===== src/rtl/pf_ddr_dll_code_mgr_if.sv =====
// Lane code distribution bus between the DLL code manager and the DDR PHY lanes.
//   lane_code  : delay code broadcast to every lane
//   lane_valid : per-lane valid, held until that lane acknowledges
//   lane_ack   : per-lane acknowledge back from the lane delay lines
interface pf_ddr_dll_code_mgr_if #(
  parameter int unsigned CODE_W    = 8,
  parameter int unsigned NUM_LANES = 4
);
  logic [CODE_W-1:0]    lane_code;
  logic [NUM_LANES-1:0] lane_valid;
  logic [NUM_LANES-1:0] lane_ack;

  modport master (output lane_code, output lane_valid, input lane_ack);
  modport slave  (input lane_code, input lane_valid, output lane_ack);
endinterface


===== src/rtl/pf_ddr_dll_code_mgr.sv =====
// DDR DLL code manager: powers up the DLL, qualifies lock, strobes code
// updates (periodic or on request), captures the delay code and broadcasts
// it to the PHY lanes with a per-lane valid/ack handshake. Flags drift
// between consecutive codes and loss of lock.
//   sys_clk, sys_reset_n : clock, synchronous active-low reset
//   dll_lock, dll_code   : pre-synchronised DLL status and delay code
//   dll_powerdown_n      : DLL power enable (rises once after power-up wait)
//   dll_code_update      : one-cycle code update strobe to the DLL
//   refresh_req          : on-demand refresh pulse
//   code_ready           : a code has been fully distributed and lock held since
//   drift_flag, lock_lost: sticky status flags, cleared by clr_flags
//   lane                 : lane code distribution bus (master side)
module pf_ddr_dll_code_mgr #(
  parameter int unsigned CODE_W         = 8,
  parameter int unsigned NUM_LANES      = 4,
  parameter int unsigned PWRUP_CYCLES   = 32,
  parameter int unsigned LOCK_FILTER    = 16,
  parameter int unsigned SETTLE_CYCLES  = 4,
  parameter int unsigned REFRESH_PERIOD = 1024,
  parameter int unsigned DRIFT_TOL      = 2
) (
  input  logic                  sys_clk,
  input  logic                  sys_reset_n,
  input  logic                  dll_lock,
  input  logic [CODE_W-1:0]     dll_code,
  output logic                  dll_powerdown_n,
  output logic                  dll_code_update,
  input  logic                  refresh_req,
  output logic                  code_ready,
  output logic                  drift_flag,
  output logic                  lock_lost,
  input  logic                  clr_flags,
  pf_ddr_dll_code_mgr_if.master lane
);

  // One shared counter covers power-up, lock filter, settle and refresh timing.
  localparam int unsigned MAX_A   = (PWRUP_CYCLES > LOCK_FILTER) ? PWRUP_CYCLES : LOCK_FILTER;
  localparam int unsigned MAX_B   = (SETTLE_CYCLES > REFRESH_PERIOD) ? SETTLE_CYCLES : REFRESH_PERIOD;
  localparam int unsigned MAX_CNT = (MAX_A > MAX_B) ? MAX_A : MAX_B;
  localparam int unsigned CNT_W   = $clog2(MAX_CNT + 1);
  localparam int unsigned DIFF_W  = CODE_W + 1;

  typedef enum logic [2:0] {
    ST_PWRDN,
    ST_WAIT_LOCK,
    ST_UPDATE,
    ST_SETTLE,
    ST_DIST,
    ST_IDLE
  } state_t;

  state_t               state_q, state_d;
  logic [CNT_W-1:0]     cnt_q, cnt_d;
  logic                 pend_q, pend_d;
  logic [CODE_W-1:0]    held_q, held_d;
  logic                 held_valid_q, held_valid_d;
  logic [CODE_W-1:0]    lane_code_q, lane_code_d;
  logic [NUM_LANES-1:0] lane_valid_q, lane_valid_d;
  logic                 pwr_n_q, pwr_n_d;
  logic                 upd_q, upd_d;
  logic                 ready_q, ready_d;
  logic                 drift_q, drift_d;
  logic                 lost_q, lost_d;

  logic [DIFF_W-1:0]    ext_new, ext_held, diff;
  logic                 idle_go, serve;

  // Magnitude of code change, one bit wider so it never wraps.
  always_comb begin
    ext_new  = {1'b0, dll_code};
    ext_held = {1'b0, held_q};
    diff     = (ext_new >= ext_held) ? (ext_new - ext_held) : (ext_held - ext_new);
  end

  // Refresh trigger in IDLE and the single pending-request bit.
  always_comb begin
    idle_go = pend_q | refresh_req | (cnt_q == CNT_W'(REFRESH_PERIOD - 1));
    serve   = (state_q == ST_IDLE) && dll_lock && idle_go;
    pend_d  = serve ? 1'b0 : (pend_q | (refresh_req && (state_q != ST_PWRDN)));
  end

  // Next-state and registered-output logic.
  always_comb begin
    state_d      = state_q;
    cnt_d        = cnt_q;
    held_d       = held_q;
    held_valid_d = held_valid_q;
    lane_code_d  = lane_code_q;
    lane_valid_d = lane_valid_q;
    pwr_n_d      = pwr_n_q;
    upd_d        = 1'b0;
    ready_d      = ready_q;
    drift_d      = clr_flags ? 1'b0 : drift_q;
    lost_d       = clr_flags ? 1'b0 : lost_q;

    case (state_q)
      ST_PWRDN: begin
        cnt_d = cnt_q + CNT_W'(1);
        if (cnt_q == CNT_W'(PWRUP_CYCLES - 1)) begin
          cnt_d   = '0;
          pwr_n_d = 1'b1;
          state_d = ST_WAIT_LOCK;
        end
      end
      ST_WAIT_LOCK: begin
        if (cnt_q == CNT_W'(LOCK_FILTER)) begin
          cnt_d   = '0;
          upd_d   = 1'b1;
          state_d = ST_UPDATE;
        end else if (dll_lock) begin
          cnt_d = cnt_q + CNT_W'(1);
        end else begin
          cnt_d = '0;
        end
      end
      ST_UPDATE: begin
        cnt_d   = '0;
        state_d = ST_SETTLE;
      end
      ST_SETTLE: begin
        cnt_d = cnt_q + CNT_W'(1);
        if (cnt_q == CNT_W'(SETTLE_CYCLES)) begin
          cnt_d        = '0;
          lane_code_d  = dll_code;
          lane_valid_d = '1;
          // First capture after reset or relock has no reference code.
          if (held_valid_q && (diff > DIFF_W'(DRIFT_TOL))) drift_d = 1'b1;
          state_d = ST_DIST;
        end
      end
      ST_DIST: begin
        lane_valid_d = lane_valid_q & ~lane.lane_ack;
        if (lane_valid_d == '0) begin
          held_d       = lane_code_q;
          held_valid_d = 1'b1;
          ready_d      = 1'b1;
          cnt_d        = '0;
          state_d      = ST_IDLE;
        end
      end
      ST_IDLE: begin
        cnt_d = cnt_q + CNT_W'(1);
        if (idle_go) begin
          cnt_d   = '0;
          upd_d   = 1'b1;
          state_d = ST_UPDATE;
        end
      end
      default: begin
        cnt_d   = '0;
        state_d = ST_PWRDN;
      end
    endcase

    // Lock loss after qualification overrides everything else.
    if (!dll_lock && (state_q inside {ST_UPDATE, ST_SETTLE, ST_DIST, ST_IDLE})) begin
      state_d      = ST_WAIT_LOCK;
      cnt_d        = '0;
      upd_d        = 1'b0;
      lane_code_d  = lane_code_q;
      lane_valid_d = '0;
      held_d       = held_q;
      held_valid_d = 1'b0;
      ready_d      = 1'b0;
      lost_d       = 1'b1;
    end
  end

  // State and output registers.
  always_ff @(posedge sys_clk) begin
    if (!sys_reset_n) begin
      state_q      <= ST_PWRDN;
      cnt_q        <= '0;
      pend_q       <= 1'b0;
      held_q       <= '0;
      held_valid_q <= 1'b0;
      lane_code_q  <= '0;
      lane_valid_q <= '0;
      pwr_n_q      <= 1'b0;
      upd_q        <= 1'b0;
      ready_q      <= 1'b0;
      drift_q      <= 1'b0;
      lost_q       <= 1'b0;
    end else begin
      state_q      <= state_d;
      cnt_q        <= cnt_d;
      pend_q       <= pend_d;
      held_q       <= held_d;
      held_valid_q <= held_valid_d;
      lane_code_q  <= lane_code_d;
      lane_valid_q <= lane_valid_d;
      pwr_n_q      <= pwr_n_d;
      upd_q        <= upd_d;
      ready_q      <= ready_d;
      drift_q      <= drift_d;
      lost_q       <= lost_d;
    end
  end

  assign dll_powerdown_n = pwr_n_q;
  assign dll_code_update = upd_q;
  assign code_ready      = ready_q;
  assign drift_flag      = drift_q;
  assign lock_lost       = lost_q;
  assign lane.lane_code  = lane_code_q;
  assign lane.lane_valid = lane_valid_q;

endmodule


===== src/flat_wrapper.sv =====
// flat-port wrapper written by rule: the top's interface ports become plain ports
module pf_ddr_dll_code_mgr_flat 
#(
  parameter int unsigned CODE_W         = 8,
  parameter int unsigned NUM_LANES      = 4,
  parameter int unsigned PWRUP_CYCLES   = 32,
  parameter int unsigned LOCK_FILTER    = 16,
  parameter int unsigned SETTLE_CYCLES  = 4,
  parameter int unsigned REFRESH_PERIOD = 1024,
  parameter int unsigned DRIFT_TOL      = 2
)
  (sys_clk, sys_reset_n, dll_lock, dll_code, dll_powerdown_n, dll_code_update, refresh_req, code_ready, drift_flag, lock_lost, clr_flags, lane_lane_code, lane_lane_valid, lane_lane_ack);
  pf_ddr_dll_code_mgr_if #(.CODE_W(CODE_W), .NUM_LANES(NUM_LANES)) lane_i ();
  input  logic sys_clk;
  input  logic sys_reset_n;
  input  logic dll_lock;
  input  logic [CODE_W-1:0] dll_code;
  output logic dll_powerdown_n;
  output logic dll_code_update;
  input  logic refresh_req;
  output logic code_ready;
  output logic drift_flag;
  output logic lock_lost;
  input  logic clr_flags;
  output wire logic [$bits(lane_i.lane_code)-1:0] lane_lane_code;
  output wire logic [$bits(lane_i.lane_valid)-1:0] lane_lane_valid;
  input wire logic [$bits(lane_i.lane_ack)-1:0] lane_lane_ack;
  assign lane_lane_code = lane_i.lane_code;
  assign lane_lane_valid = lane_i.lane_valid;
  assign lane_i.lane_ack = lane_lane_ack;
  pf_ddr_dll_code_mgr #(.CODE_W(CODE_W), .NUM_LANES(NUM_LANES), .PWRUP_CYCLES(PWRUP_CYCLES), .LOCK_FILTER(LOCK_FILTER), .SETTLE_CYCLES(SETTLE_CYCLES), .REFRESH_PERIOD(REFRESH_PERIOD), .DRIFT_TOL(DRIFT_TOL)) u_core (.sys_clk(sys_clk), .sys_reset_n(sys_reset_n), .dll_lock(dll_lock), .dll_code(dll_code), .dll_powerdown_n(dll_powerdown_n), .dll_code_update(dll_code_update), .refresh_req(refresh_req), .code_ready(code_ready), .drift_flag(drift_flag), .lock_lost(lock_lost), .clr_flags(clr_flags), .lane(lane_i));
endmodule

===== config.mk =====
export PLATFORM = sky130hd
export DESIGN_NAME = pf_ddr_dll_code_mgr_flat
export DESIGN_NICKNAME = d
export VERILOG_FILES = /design/src/rtl/pf_ddr_dll_code_mgr_if.sv /design/src/rtl/pf_ddr_dll_code_mgr.sv /design/src/flat_wrapper.sv
export SDC_FILE = /design/constraint.sdc
export NUM_CORES = 1
export LEC_CHECK = 0
export ABC_AREA = 0
export BUFFER_PORTS_ARGS = -buffer_cell sky130_fd_sc_hd__clkbuf_2
export CORE_MARGIN = 2
export CORE_UTILIZATION = 45
export CTS_CLUSTER_DIAMETER = 80
export CTS_CLUSTER_SIZE = 14
export DETAILED_ROUTE_END_ITERATION = 6
export PLACE_DENSITY = 0.62
export SYNTH_ARGS = -nofsm -noshare
export SYNTH_HDL_FRONTEND = slang
export SYNTH_SLANG_ARGS = --single-unit

===== constraint.sdc =====
create_clock -name sys_clk -period 4.3 [get_ports sys_clk]
set_input_delay 0.86 -clock sys_clk [delete_from_list [all_inputs] [get_ports sys_clk]]
set_output_delay 0.86 -clock sys_clk [all_outputs]
set_load 0.005 [all_outputs]

### Yosys cells after proc, flatten, opt, wreduce, memory -nomap -nowiden

Cells that the tools add are included.
Widths: inputs -> output; s select.

| storage, ports and cells | value |
|---|---|
| bits in registers | 40 |
| output and inout bits | 17 |
| bits of input ports | 17 |
| logic and storage cells | 90 |

| operators by class | value |
|---|---|
| add/subtract/negate cells | 3 |
| bitwise logic cells | 7 |
| eq/ne operators | 19 |
| reduce and logical (&&, ||, !) cells | 21 |
| muxes and demuxes | 26 |
| magnitude comparators | 2 |

Operators by type and width:

| operator | count |
|---|---|
| $mux 11 | 6 |
| $pmux 11 s5 | 1 |
| $eq 11x5->1 const B | 2 |
| $pmux 3 s6 | 1 |
| $sub 8x8->9 | 2 |
| $mux 3 | 5 |
| $add 11x1->11 const B | 1 |
| $eq 11x10->1 const B | 1 |
| $eq 11x3->1 const B | 1 |
| $ne 2x1->1 const B | 5 |
| $reduce_and 5->1 | 2 |
| $gt 9x2->1 const B | 1 |
| $mux 1 | 9 |
| $mux 9 | 1 |
| $ne 3x2->1 const B | 3 |
| $ge 8x8->1 | 1 |
| $pmux 4 s2 | 1 |
| $eq 3x2->1 const B | 2 |
| $eq 3x3->1 const B | 2 |
| $ne 3x1->1 const B | 2 |
| $reduce_and 2->1 | 3 |
| $reduce_and 3->1 | 2 |
| $logic_and 1x1->1 | 5 |
| $and 4x4->4 | 1 |
| other kinds (13) | 18 |

### Logic depth before layout (Yosys ltp)

Gate-level depths: netlist (run 1).

| depth | value |
|---|---|
| word-level depth | 7 |
| mapped depth | 11 |

### Least setup slack after synthesis (run 1)

Ideal clock, no wire load.

| timing | value |
|---|---|
| path kind | input to register |
| start point | input port dll_code[1] |
| end point | register u_core.drift_q, in the netlist u_core.drift_flag |
| path buffers | 0 |
| cell stages on the path | 9 |
| arrival | 2.699 ns |
| path slack | 1.480 ns |
| cells stage by stage | inv_1 > ha_1 > nor2b_1 > o2111ai_1 > a21oi_1 > or3_1 > nor4_1 > a31oi_1 > o311a_1 |

| on the way | value |
|---|---|
| longest elaborated chain between the ends | 7 |

Ends and longest elaborated chain:

| element | RTL line | source |
|---|---|---|
| from (decl) | flat_wrapper.sv:17 | `input logic [CODE_W-1:0] dll_code;` |
| $sub 8x8->9 / $ge 8x8->1 (equally long branches) | pf_ddr_dll_code_mgr.sv:72 | `diff = (ext_new >= ext_held) ? (ext_new - ext_held) : (ext_held - ext_new);` |
| $mux 9 * | pf_ddr_dll_code_mgr.sv:72 |  |
| $gt 9x2->1 * | pf_ddr_dll_code_mgr.sv:127 | `if (held_valid_q && (diff > DIFF_W'(DRIFT_TOL))) drift_d = 1'b1;` |
| $logic_and 1x1->1 * | pf_ddr_dll_code_mgr.sv:127 |  |
| $mux 1 * | pf_ddr_dll_code_mgr.sv:127 |  |
| $mux 1 * | pf_ddr_dll_code_mgr.sv:122 | `if (cnt_q == CNT_W'(SETTLE_CYCLES)) begin` |
| $mux 1 * | pf_ddr_dll_code_mgr.sv:96 | `case (state_q)` |
| to (signal assigned) | pf_ddr_dll_code_mgr.sv:195 | `drift_q <= drift_d;` |
| to (decl) | pf_ddr_dll_code_mgr.sv:62 | `logic drift_q, drift_d;` |

Mark *: on every way between the ends. The rest lies on a longest branch, timed or not.
A chain may end at the register's enable or synchronous reset.

### Worst setup path after layout (run 1)

| timing | value |
|---|---|
| start point | input port dll_code[3] |
| end point | register u_core.drift_q, in the netlist u_core.drift_flag |

The elaborated chain is that of the path after synthesis.

==> results of run 1 <==
[where the power goes]
| group | switching [W] | internal, W | total (W) |
|---|---|---|---|
| sequential | 0.00000301 | 0.000373 | 0.000376 |
| combinational | 0.0000492 | 0.0000359 | 0.0000851 |
| clock | 0.000119 | 0.000131 | 0.000250 |
[cell usage in the layout (no fill, tap or decap), types with 3 or more instances in the layout]
cell type and count:
a211oi_1 4, a21o_1 5, a21oi_1 29, a22o_1 3
a31oi_1 3, and2_1 3, clkbuf_2 33, clkbuf_8 6
dfxtp_1 40, ha_1 18, inv_1 31, mux2i_1 14
nand2_1 26, nand2b_1 9, nand3_1 8, nor2_1 54
nor2b_1 6, nor3b_1 4, nor4_1 4, o21ai_0 8
o21ai_1 5, xnor2_1 8
[path summary, 6_finish.rpt]
path	startpoint	endpoint	slack [ns]	cells after the start
worst max-delay path	dll_code[3]	u_core.drift_flag$_SDFF_PN0_	1.31	10
worst min-delay path	u_core.lane.lane_valid[2]$_SDFFE_PP0P_	u_core.lane.lane_valid[2]$_SDFFE_PP0P_	0.48	2
worst max register to register	u_core.held_q[3]$_SDFFE_PN0P_	u_core.drift_flag$_SDFF_PN0_	1.71	8
worst min register to register	u_core.lane.lane_valid[2]$_SDFFE_PP0P_	u_core.lane.lane_valid[2]$_SDFFE_PP0P_	0.48	2
[stage by stage]
step | total power (W) | hold WS, ns | util | setup WS (ns)
after floorplan | 0.000446 | 0.465 | - | 1.48
after global placement | 0.000469 | 0.458 | 0.497 | 1.16
after detailed placement | 0.000469 | 0.463 | 0.497 | 1.04
after CTS | 0.000724 | 0.474 | 0.512 | 1.34
after global routing | 0.000748 | 0.496 | 0.512 | 1.17
final | 0.000711 | 0.476 | 0.512 | 1.31
[tightest hold or removal path, cell delays in order (launching register included)]
cell and delay [ns]:
dfxtp_1 0.33, nand2_1 0.05, a21oi_1 0.05
[metal layers]
metal / global-route usage / wire length (um)
met1: 0.244 / 2790
met2: 0.305 / 2850
met5: 0 / 0
met3: 0.0275 / 225
met4: 0.0500 / 53
[logic make-up (layout without fill, tap and decap cells)]
logic type	Yosys count	count (layout)
AO/OA/AOI/OAI	87	87
XOR/XNOR	8	8
adder cells (fa/ha/maj)	20	20
buffers and inverters	47	73
flip-flops	40	40
multiplexers	14	14
AND/OR/NAND/NOR	133	133
[cell type report]
cell class | instances | area, um2
Clock buffer | 8 | 90.1
Fill cell | 583 | 2870
Inverter | 31 | 116
Multi-Input combinational cell | 262 | 1740
Sequential cell | 40 | 801
Tap cell | 75 | 93.8
Timing Repair Buffer | 34 | 173
[sequential cells by signal, indices dropped and copies added, names as in the netlist]
name                    count
u_core.cnt_q               11
u_core.held_q               8
u_core.lane.lane_code       8
u_core.lane.lane_valid      4
u_core.state_q              3
u_core.code_ready           1
u_core.dll_code_update      1
u_core.dll_powerdown_n      1
u_core.drift_flag           1
u_core.lock_lost            1
u_core.pend_q               1
==> impl_metrics.py, run 1 <==
metrics = {
    "run_status": {
        "status": "finished clean",
    },
    "floorplanning": {
        "start_util": 0.462,
        "die-area_um2": 6680,
        "row_count": 28,
        "ios": 34,
        "die_h_um": 81.7,
        "die_x_um": 81.7,
        "coreArea_um2": 5890,
    },
    "drt": {
        "num_vias": 2453,
        "drt_iter0_drc": 85,
        "ant_nets": 0,
        "drt-total-wl_um": 5920,
        "drc": 0,
        "dr.pass1.iters": 4,
        "post_drt_via_cell_ratio": 5.45,
        "routedWlPerCell_um": 13.1,
    },
    "clocking": {
        "clockBufferDepth": 2,
        "path_clk_slew_ns": 0.07,
        "cts-root-buf": "clkbuf_8",
        "cts_made_buffers": 5,
        "htreeDepth": 2,
        "clk_latency_ns": 0.28,
        "ctsHoldBuffers": 0,
        "post_cts_resized": 0,
        "postCtsSetupRepairBufs": 0,
        "cts_tree": "done",
        "clock-sinks": 40,
    },
    "yosys": {
        "yosys_register_bits": 40,
        "synth_flop_cell": "dfxtp_1",
        "async_flop_share": 0,
        "synth_top_family_by_area": "simple AND/OR/NAND/NOR gates",
        "synthAdderAreaFrac": 0.0975,
        "post_synth_inst_count": 349,
        "synth_top_area_frac": 0.294,
        "ys_seq_area_frac": 0.294,
        "yosysWarnings": 0,
        "yosys.area_share.simple": 0.241,
        "synth-edff-count": 0,
        "synth-compound-area-share": 0.224,
        "synthTopCellsByArea": "dfxtp_1 (29%), ha_1 (8.3%), nor2_1 (7.5%)",
        "syn_avg_cell_area_um2": 7.79,
        "synth_cell_types": 55,
        "yosysMostFrequentCell": "nor2_1",
        "netlist_area_um2": 2720,
        "muxShareOfSynthArea": 0.0515,
        "synth-xor-area-share": 0.0258,
        "synthTopCellsByCount": "nor2_1 (54), dfxtp_1 (40), inv_1 (31), a21oi_1 (29), nand2_1 (26)",
        "synth_area_leader_cell": "dfxtp_1",
        "synth.net_count": 386,
    },
    "critical_path": {
        "crit_top_cell": "a21oi_1",
        "path_cells": "clkbuf_2 -> inv_1 -> ha_1 -> a21o_1 -> a21oi_1 -> a21oi_1 -> or3_1 -> nor4_1 -> o21ai_0 -> o311a_1",
        "cp-end-kind": "flip-flop",
        "critPathLaunchType": "input pin",
        "critical_path.top_delay_family": "compound AO/OA/AOI/OAI gates",
        "cp.arrival_ns": 3.16,
        "crit_buf_inv": 2,
        "cp_slowest_cell": "ha_1",
        "max_stage_delay_ns": 0.43,
        "required_ns": 4.47,
        "critPathKind": "input pin to flip-flop",
        "crit_fanout": 12,
    },
    "global_routing": {
        "globalRouteOverflowTotal": 0,
        "grt_pass1_wl_um": 9650,
        "grt_max_degree": 21,
        "antenna_found_initial": 0,
        "grt_use_total": 0.183,
        "grt_pass1_vias": 2120,
    },
    "timing": {
        "max_freq_mhz": 335,
        "slew_headroom": 0.535,
        "period_needed_ns": 2.99,
        "fin_skew_ns": 0.00571,
        "finalCritPeriodShare": 0.694,
        "tightest_slew_ns": 0.695,
        "finalSetupTns_ns": 0,
        "hold_viol": 0,
        "rsz0062_at_grt": "no",
        "setup_viol": 0,
        "slew_viol_final": 0,
    },
    "placement": {
        "gp_congestion": 0.899,
        "placed_area_um2": 2920,
        "dp_hpwl_um": 4550,
        "port_buffers": 33,
        "dp.cells": 442,
    },
    "cells_and_area": {
        "nets": 411,
        "drive_gt1_frac": 0.123,
        "layoutNonFillerInstCount": 450,
        "area_growth_pct": 10.8,
        "stdcell_area_um2": 3010,
        "antenna_cells": 0,
    },
    "pwr": {
        "power_density_nw_per_um2": 236,
        "irDropWorstVdd_uv": 147,
        "leakagePower_nw": 1.30,
    },
    "run": {
        "drv_cap": 0,
    },
    "worst_hold_path": {
        "hp-class": "flip-flop to flip-flop",
    },
}
(Power assumes the default switching activity.)
==> inputs of run 2 (changes only) <==
clock period = 2.9 ns   (was 4.3 ns; I/O delays follow)
==> impl_metrics.py, run 2 (synthesis gave the netlist of run 1 again) <==
metrics = {
    "run_status": {
        "status": "finished clean",
    },
    "clocking": {
        "ctsHoldBuffers": 0,
        "postCtsSetupRepairBufs": 0,
        "cts-root-buf": "clkbuf_8",
        "clockBufferDepth": 2,
        "htreeDepth": 2,
        "cts_tree": "done",
        "path_clk_slew_ns": 0.08,
        "post_cts_resized": 0,
        "clock-sinks": 40,
        "cts_made_buffers": 5,
        "clk_latency_ns": 0.29,
    },
    "cells_and_area": {
        "largest_reg_flops": 11,
        "largest-register": "u_core.cnt_q",
        "layoutNonFillerInstCount": 458,
        "layout_common_cells": "nor2_1 (54), dfxtp_1 (40), clkbuf_2 (33)",
        "drive_gt1_frac": 0.146,
        "nets": 419,
        "layout_commonest_cell": "nor2_1",
        "area_growth_pct": 13.1,
        "fin_util": 0.523,
        "antenna_cells": 0,
        "stdcell_area_um2": 3080,
    },
    "floorplanning": {
        "ios": 34,
        "row_count": 28,
        "coreArea_um2": 5890,
        "die_x_um": 81.7,
        "start_util": 0.462,
        "die-area_um2": 6680,
        "die_h_um": 81.7,
    },
    "worst_hold_path": {
        "hp-class": "flip-flop to flip-flop",
    },
    "critical_path": {
        "crit_fanout": 3,
        "regToRegSetupSlack_ns": 0.37,
        "critPathLaunchType": "input pin",
        "cp_slowest_cell": "or3_1",
        "cp.arrival_ns": 2.73,
        "critPathKind": "input pin to flip-flop",
        "cp-end-kind": "flip-flop",
        "crit_buf_inv": 2,
        "required_ns": 3.08,
        "path_cells": "clkbuf_2 -> inv_1 -> ha_1 -> nor2b_1 -> o2111ai_1 -> a21oi_1 -> or3_1 -> nor4_1 -> o21ai_0 -> o311a_1",
        "max_stage_delay_ns": 0.43,
        "critical_path.top_delay_family": "simple AND/OR/NAND/NOR gates",
    },
    "pwr": {
        "irDropWorstVdd_uv": 185,
        "leakagePower_nw": 1.35,
        "power_density_nw_per_um2": 349,
    },
    "placement": {
        "dp_hpwl_um": 4700,
        "gp_congestion": 0.900,
        "pre_cts_ws_ns": 0.0494,
        "placed_area_um2": 2980,
        "port_buffers": 33,
        "dp.cells": 450,
    },
    "global_routing": {
        "grt_max_degree": 21,
        "grt_use_total": 0.191,
        "grt_pass1_vias": 2260,
        "grt_pass1_wl_um": 9990,
        "antenna_found_initial": 0,
        "globalRouteOverflowTotal": 0,
    },
    "drt": {
        "dr.pass1.iters": 4,
        "drt-total-wl_um": 6190,
        "ant_nets": 0,
        "post_drt_via_cell_ratio": 5.40,
        "num_vias": 2475,
        "drt_iter0_drc": 99,
        "routedWlPerCell_um": 13.5,
        "drc": 0,
    },
    "timing": {
        "hold_viol": 0,
        "slew_headroom": 0.548,
        "slew_viol_final": 0,
        "finalCritPeriodShare": 0.880,
        "period_needed_ns": 2.55,
        "finalSetupTns_ns": 0,
        "max_freq_mhz": 392,
        "rsz0062_at_grt": "no",
        "fin_skew_ns": 0.00584,
        "setup_viol": 0,
        "layout_setup_ws_ns": 0.347,
        "tightest_slew_ns": 0.677,
    },
    "run": {
        "drv_cap": 0,
    },
}
## run 2: worst reg2reg max path: stages, from the launching register on
cell and delay (ns):
dfxtp_1 0.36, inv_1 0.09, ha_1 0.15, or4bb_1 0.56, o41ai_4 0.29, a21boi_4 0.29, a21oi_2 0.21, and3_1 0.23
a221o_1 0.25
## run 2: cell type report
cell class	instances	area, um2
clock buffers	6	82.6
clock inverters	2	10.0
fillers	581	2810
inverters	31	116
multi-input cells	262	1740
flip-flops and latches	40	801
well taps	75	93.8
repair buffers	42	233
## run 2: metrics by stage
step | total power, W | hold WS, ns
final | 0.00107 | 0.476
after global routing | 0.00113 | 0.497
after CTS | 0.00109 | 0.478
after detailed placement | 0.000700 | 0.463
after global placement | 0.000701 | 0.457
after floorplan | 0.000661 | 0.465
## run 2: power by group
group | switching (W) | internal [W] | total [W]
sequential | 0.00000476 | 0.000552 | 0.000557
combinational | 0.0000739 | 0.0000567 | 0.000131
clock | 0.000197 | 0.000190 | 0.000387
## run 2: layer usage
metal | vias up | track usage | share of wire
met5 | - | 0 | 0
met2 | 40 | 0.337 | 0.50
met4 | 0 | 0.0550 | 0.0040
li1 | 1279 | - | -
met1 | 1154 | 0.237 | 0.46
met3 | 2 | 0.0330 | 0.034
## run 2: path summary, 6_finish.rpt
| path | startpoint | end | cells past startpoint |
|---|---|---|---|
| max reg2reg | u_core.cnt_q[0]$_SDFFE_PP0N_ | u_core.cnt_q[5]$_SDFFE_PP0N_ | 8 |
| max | dll_code[1] | u_core.drift_flag$_SDFF_PN0_ | 10 |
| min | u_core.lane.lane_valid[1]$_SDFFE_PP0P_ | u_core.lane.lane_valid[1]$_SDFFE_PP0P_ | 2 |
| min reg2reg | u_core.lane.lane_valid[1]$_SDFFE_PP0P_ | u_core.lane.lane_valid[1]$_SDFFE_PP0P_ | 2 |
